**config.mk**
```make
export PLATFORM = sky130hd
export DESIGN_NAME = alu_ctrl_fsm
export DESIGN_NICKNAME = d
export VERILOG_FILES = /design/src/rtl/alu_ctrl_fsm.sv
export SDC_FILE = /design/constraint.sdc
export NUM_CORES = 1
export LEC_CHECK = 0
export ABC_AREA = 1
export CORE_MARGIN = 3
export CORE_UTILIZATION = 45
export CTS_CLUSTER_SIZE = 28
export DETAILED_ROUTE_END_ITERATION = 12
export GPL_TIMING_DRIVEN = 0
export PLACE_DENSITY = 0.79
export SYNTH_ARGS = -nofsm -noshare
export SYNTH_HDL_FRONTEND = slang
export SYNTH_SLANG_ARGS = --single-unit
```
**constraint.sdc**
```tcl
create_clock -name clk -period 1.91 [get_ports clk]
set_input_delay 0.382 -clock clk [delete_from_list [all_inputs] [get_ports clk]]
set_output_delay 0.382 -clock clk [all_outputs]
set_load 0.05 [all_outputs]
```
**src/rtl/alu_ctrl_fsm.sv**
```systemverilog
// Multi-cycle ALU control FSM: accepts one RV32 instruction at a time, decodes it,
// drives ALUsrc/ALUop/imm and sequences the MEM and WB strobes for the datapath.
module alu_ctrl_fsm #(
  parameter int MEM_WAIT = 1
) (
  input  logic        clk,
  input  logic        rst_n,
  input  logic        instr_valid,
  output logic        instr_ready,
  input  logic [31:0] instr,
  input  logic        alu_zero,
  output logic        ALUsrc,
  output logic [2:0]  ALUop,
  output logic [31:0] imm,
  output logic        reg_write,
  output logic        mem_read,
  output logic        mem_write,
  output logic        branch_taken,
  output logic        done,
  output logic        illegal,
  output logic [2:0]  state
);

  // Handshake: an instruction transfers on a rising edge where instr_valid && instr_ready;
  // instr_ready is high only in IDLE, so instr_valid is ignored while busy.
  typedef enum logic [2:0] {
    S_IDLE = 3'd0, S_DECODE = 3'd1, S_EXEC = 3'd2, S_MEM = 3'd3, S_WB = 3'd4
  } state_t;

  typedef enum logic [2:0] {K_ALU, K_LW, K_SW, K_BEQ, K_BNE, K_ILL} kind_t;

  localparam int CW = (MEM_WAIT > 1) ? $clog2(MEM_WAIT) : 1;

  state_t         state_q, state_d;
  kind_t          kind_q, kind_d, dec_kind;
  logic [31:0]    instr_q, instr_d;
  logic           alusrc_q, alusrc_d, dec_alusrc;
  logic [2:0]     aluop_q, aluop_d, dec_aluop;
  logic [31:0]    imm_q, imm_d, dec_imm;
  logic [CW-1:0]  cnt_q, cnt_d;

  logic [6:0] opcode;
  logic [2:0] funct3;
  logic [6:0] funct7;

  assign opcode = instr_q[6:0];
  assign funct3 = instr_q[14:12];
  assign funct7 = instr_q[31:25];

  always_comb begin
    dec_kind   = K_ILL;
    dec_alusrc = 1'b0;
    dec_aluop  = 3'b000;
    dec_imm    = 32'd0;
    case (opcode)
      7'b0110011: begin
        if (funct3 == 3'b000 && (funct7 == 7'b0000000 || funct7 == 7'b0100000)) begin
          dec_kind  = K_ALU;
          dec_aluop = funct7[5] ? 3'b001 : 3'b000;
        end
      end
      7'b0010011: begin
        if (funct3 == 3'b000) begin
          dec_kind   = K_ALU;
          dec_alusrc = 1'b1;
          dec_imm    = {{20{instr_q[31]}}, instr_q[31:20]};
        end
      end
      7'b0000011: begin
        if (funct3 == 3'b010) begin
          dec_kind   = K_LW;
          dec_alusrc = 1'b1;
          dec_imm    = {{20{instr_q[31]}}, instr_q[31:20]};
        end
      end
      7'b0100011: begin
        if (funct3 == 3'b010) begin
          dec_kind   = K_SW;
          dec_alusrc = 1'b1;
          dec_imm    = {{20{instr_q[31]}}, instr_q[31:25], instr_q[11:7]};
        end
      end
      7'b1100011: begin
        if (funct3 == 3'b000 || funct3 == 3'b001) begin
          dec_kind  = (funct3 == 3'b000) ? K_BEQ : K_BNE;
          dec_aluop = 3'b001;
          dec_imm   = {{19{instr_q[31]}}, instr_q[31], instr_q[7],
                       instr_q[30:25], instr_q[11:8], 1'b0};
        end
      end
      default: dec_kind = K_ILL;
    endcase
  end

  always_comb begin
    state_d      = state_q;
    kind_d       = kind_q;
    instr_d      = instr_q;
    alusrc_d     = alusrc_q;
    aluop_d      = aluop_q;
    imm_d        = imm_q;
    cnt_d        = cnt_q;
    instr_ready  = 1'b0;
    reg_write    = 1'b0;
    mem_read     = 1'b0;
    mem_write    = 1'b0;
    branch_taken = 1'b0;
    done         = 1'b0;
    illegal      = 1'b0;
    case (state_q)
      S_IDLE: begin
        instr_ready = 1'b1;
        if (instr_valid) begin
          instr_d = instr;
          state_d = S_DECODE;
        end
      end
      S_DECODE: begin
        if (dec_kind == K_ILL) begin
          illegal = 1'b1;
          state_d = S_IDLE;
        end else begin
          kind_d   = dec_kind;
          alusrc_d = dec_alusrc;
          aluop_d  = dec_aluop;
          imm_d    = dec_imm;
          state_d  = S_EXEC;
        end
      end
      S_EXEC: begin
        case (kind_q)
          K_BEQ, K_BNE: begin
            // Branch outcome is only meaningful alongside done, so it is not held afterwards.
            branch_taken = (kind_q == K_BEQ) ? alu_zero : ~alu_zero;
            done         = 1'b1;
            state_d      = S_IDLE;
          end
          K_LW, K_SW: begin
            cnt_d   = CW'(MEM_WAIT - 1);
            state_d = S_MEM;
          end
          default: state_d = S_WB;
        endcase
      end
      S_MEM: begin
        mem_read  = (kind_q == K_LW);
        mem_write = (kind_q == K_SW);
        if (cnt_q == '0) begin
          if (kind_q == K_LW) begin
            state_d = S_WB;
          end else begin
            done    = 1'b1;
            state_d = S_IDLE;
          end
        end else begin
          cnt_d = cnt_q - 1'b1;
        end
      end
      S_WB: begin
        reg_write = 1'b1;
        done      = 1'b1;
        state_d   = S_IDLE;
      end
      default: state_d = S_IDLE;
    endcase
  end

  always_ff @(posedge clk) begin
    if (!rst_n) begin
      state_q  <= S_IDLE;
      kind_q   <= K_ALU;
      instr_q  <= 32'd0;
      alusrc_q <= 1'b0;
      aluop_q  <= 3'b000;
      imm_q    <= 32'd0;
      cnt_q    <= '0;
    end else begin
      state_q  <= state_d;
      kind_q   <= kind_d;
      instr_q  <= instr_d;
      alusrc_q <= alusrc_d;
      aluop_q  <= aluop_d;
      imm_q    <= imm_d;
      cnt_q    <= cnt_d;
    end
  end

  assign ALUsrc = alusrc_q;
  assign ALUop  = aluop_q;
  assign imm    = imm_q;
  assign state  = state_q;

endmodule

```
==> flow_summary.yaml <==
sta:
  hold_violations: 0
  max_freq_mhz: 480
  tightest_slew_ns: 0.526
  period_share_pct: 109
  rsz0062_at_grt: "yes"
  finClkSkew_ns: 0.00847
  slew_headroom_pct: 65.0
  slew_viol_final: 0
  finalSetupViolCount: 1
  setup_slack_ns: -0.172
  period_needed_ns: 2.08
yosys:
  ys_top_cells_by_area: "dfxtp_1 40%, nor2_1 9.3%, nand2_1 8.5%"
  synth_edf_count: 0
  synth_top_cell_area_share_pct: 40.1
  yosysMostFrequentCell: "nor2_1"
  synth_common_cells: "59 x nor2_1, 54 x nand2_1, 48 x dfxtp_1, 48 x inv_1, 39 x a21oi_1"
  dominantRegCellSynth: "dfxtp_1"
  yosysWarnings: 0
  postSynthCellCount: 359
  synth_cell_types: 21
  synthArstFlopShare_pct: 0
  synth_area_mm2: 0.00239
  yosysTopAreaCell: "dfxtp_1"
  synth_seq_cells: 48
  ys_seq_area_share_pct: 40.1
  syn-mean-instance-area_um2: 6.67
critical_path:
  path_class: "reg -> out"
  cp.required_ns: 1.53
  worstPathMaxFanout: 5
  critPathArrivalTime_ns: 1.70
  critPathLaunchType: "flop"
  cp-end-kind: "primary output"
drt:
  post-route-drc-count: 0
  dr.pass1.iters: 4
  ant_nets: 0
  viasPerCell: 4.77
  vias: 2436
  drt_iter0_drc: 137
  wl_per_cell_um: 11.9
  routed_wl_um: 6070
power:
  p_leak_nw: 1.61
  ir_drop_mv: 0.609
  total_power_w: 0.00216
  powerDensity_mw_per_mm2: 634
die:
  dieArea_mm2: 0.00623
  die_h_um: 78.9
  pin_count: 82
  die_x_um: 78.9
  coreArea_mm2: 0.00494
  start_util_pct: 48.4
  num_rows: 25
clock_tree:
  clk_latency_ns: 0.31
  cts.clk_slew.worst_paths_ns: 0.09
  cts-root-buf: "clkbuf_8"
  clockBufferDepth: 2
  htreeDepth: 2
  cts_buffers: 5
  clock-sinks: 48
  cts_tree: "built"
  cts_hold_buf: 0
run_status:
  violations: "setup timing"
  outcome: "finished, violations left"
final_layout:
  final_area_mm2: 0.00340
  fin_nets: 479
  syn_to_final_growth_pct: 42.1
  drive_above_1_share_pct: 23.0
  diodes: 0
grt:
  grt_use_total_pct: 19.1
  grt_first_pass_wirelength_um: 9610
  overflow: 0
  grt_pass1_vias: 2181
  antenna_found_initial: 0
  grt_max_degree: 22
placement:
  dp_hpwl_um: 4520
  gp_congestion: 0.869
  dpl-instance-area_mm2: 0.00324
  dp_slack_ns: -0.595
  port_buffers: 73
run:
  maxCapViolations: 0
min_path:
  worstHoldPathType: "in -> reg"
## report_power, final
group	switching, W	internal (W)
Clock	0.000337	0.000389
Combinational	0.000214	0.000138
Sequential	0.0000254	0.00105
Total	0.000577	0.00158
## layout by cell type, fill, tap and decap left out, types with 4 or more instances in the layout
cell type / count
clkdlybuf4s50_1: 42
clkbuf_8: 5
inv_1: 47
o21ai_0: 30
a21oi_1: 39
nand2_2: 7
nor2_2: 12
buf_4: 24
dfxtp_2: 6
o22ai_1: 5
nor2_1: 46
buf_6: 4
nand3_1: 18
clkbuf_2: 14
dlymetal6s2s_1: 4
nor2_4: 4
dfxtp_1: 42
clkbuf_1: 11
clkdlybuf4s15_2: 5
nand2_4: 4
nand2_1: 48
inv_2: 4
## per-stage QoR
stage / TNS [ns] / cells / hold WS, ns / utilization [%]
2_1_floorplan: -1.76 / 360 / 0.423 / -
3_3_place_gp: -4.54 / 500 / 0.430 / 65.6
3_5_place_dp: -5.24 / 500 / 0.439 / 65.6
4_1_cts: -0.299 / 510 / 0.422 / 68.6
5_1_grt: -1.50 / 511 / 0.434 / 68.8
6_report: -0.172 / 511 / 0.431 / 68.8
## logic make-up (layout without fill, tap and decap cells)
group                     after synthesis  count (layout)  share of synthesized area [%]
other                                   1               2                          0.157
xor gates and xnor gates                1               1                          0.366
and+or+nand+nor                       147             147                           25.7
buffers and inverters                  87             171                           17.7
AOI/OAI and AO/OA                      75              75                           15.9
DFF                                    48              48                           40.1
## layer usage
metal	up-vias	GRT usage (%)	part of all wire, %
li1	1266	-	-
met1	1071	23.1	42
met2	86	34.6	50
met3	13	4.08	6.5
met5	-	0	0
met4	0	4.64	1.9
## layout make-up
cell class,count,area [um2]
Sequential cell,48,968
Buffer,35,233
Clock inverter,2,35.0
Clock buffer,6,72.6
Tap cell,67,83.8
Timing Repair Buffer,77,697
Inverter,51,191
Fill cell,483,1540
Multi-Input combinational cell,225,1120
## timing repair
| action | in CTS | in global routing |
|---|---|---|
| resized for setup | 78 | 52 |
| setup endpoints to repair | 27 | 39 |
| pin swaps | 2 | 7 |
| buffers inserted | 2 | 1 |
| cloned | 1 | 0 |
## critical path: stages, from the launching register on
cell,delay (ns)
dfxtp_2,0.32
inv_2,0.05
nand2_2,0.07
nor2_4,0.13
buf_6,0.15
nand2_2,0.07
nor2_2,0.14
nor2_1,0.07
nand2_2,0.09
nand2_4,0.07
nor2_4,0.09
buf_8,0.15
## worst paths after layout
path / startpoint / slack, ns / cells after the start / endpoint
setup / recovery: instr_q[3]$_SDFFE_PN0P_ / -0.17 / 11 / illegal
hold / removal: rst_n / 0.43 / 3 / state[0]$_SDFFE_PN0P_
setup reg to reg: instr_q[4]$_SDFFE_PN0P_ / 0.04 / 14 / imm[9]$_SDFFE_PN0P_
hold reg to reg: instr_q[21]$_SDFFE_PN0P_ / 0.46 / 2 / instr_q[21]$_SDFFE_PN0P_
## registers in the layout (all words and copies together) (netlist names)
signal / cells
ALUop: 1
ALUsrc: 1
imm: 13
instr_q: 27
kind_q: 3
state: 3
Power figures use the tool's default switching activity.
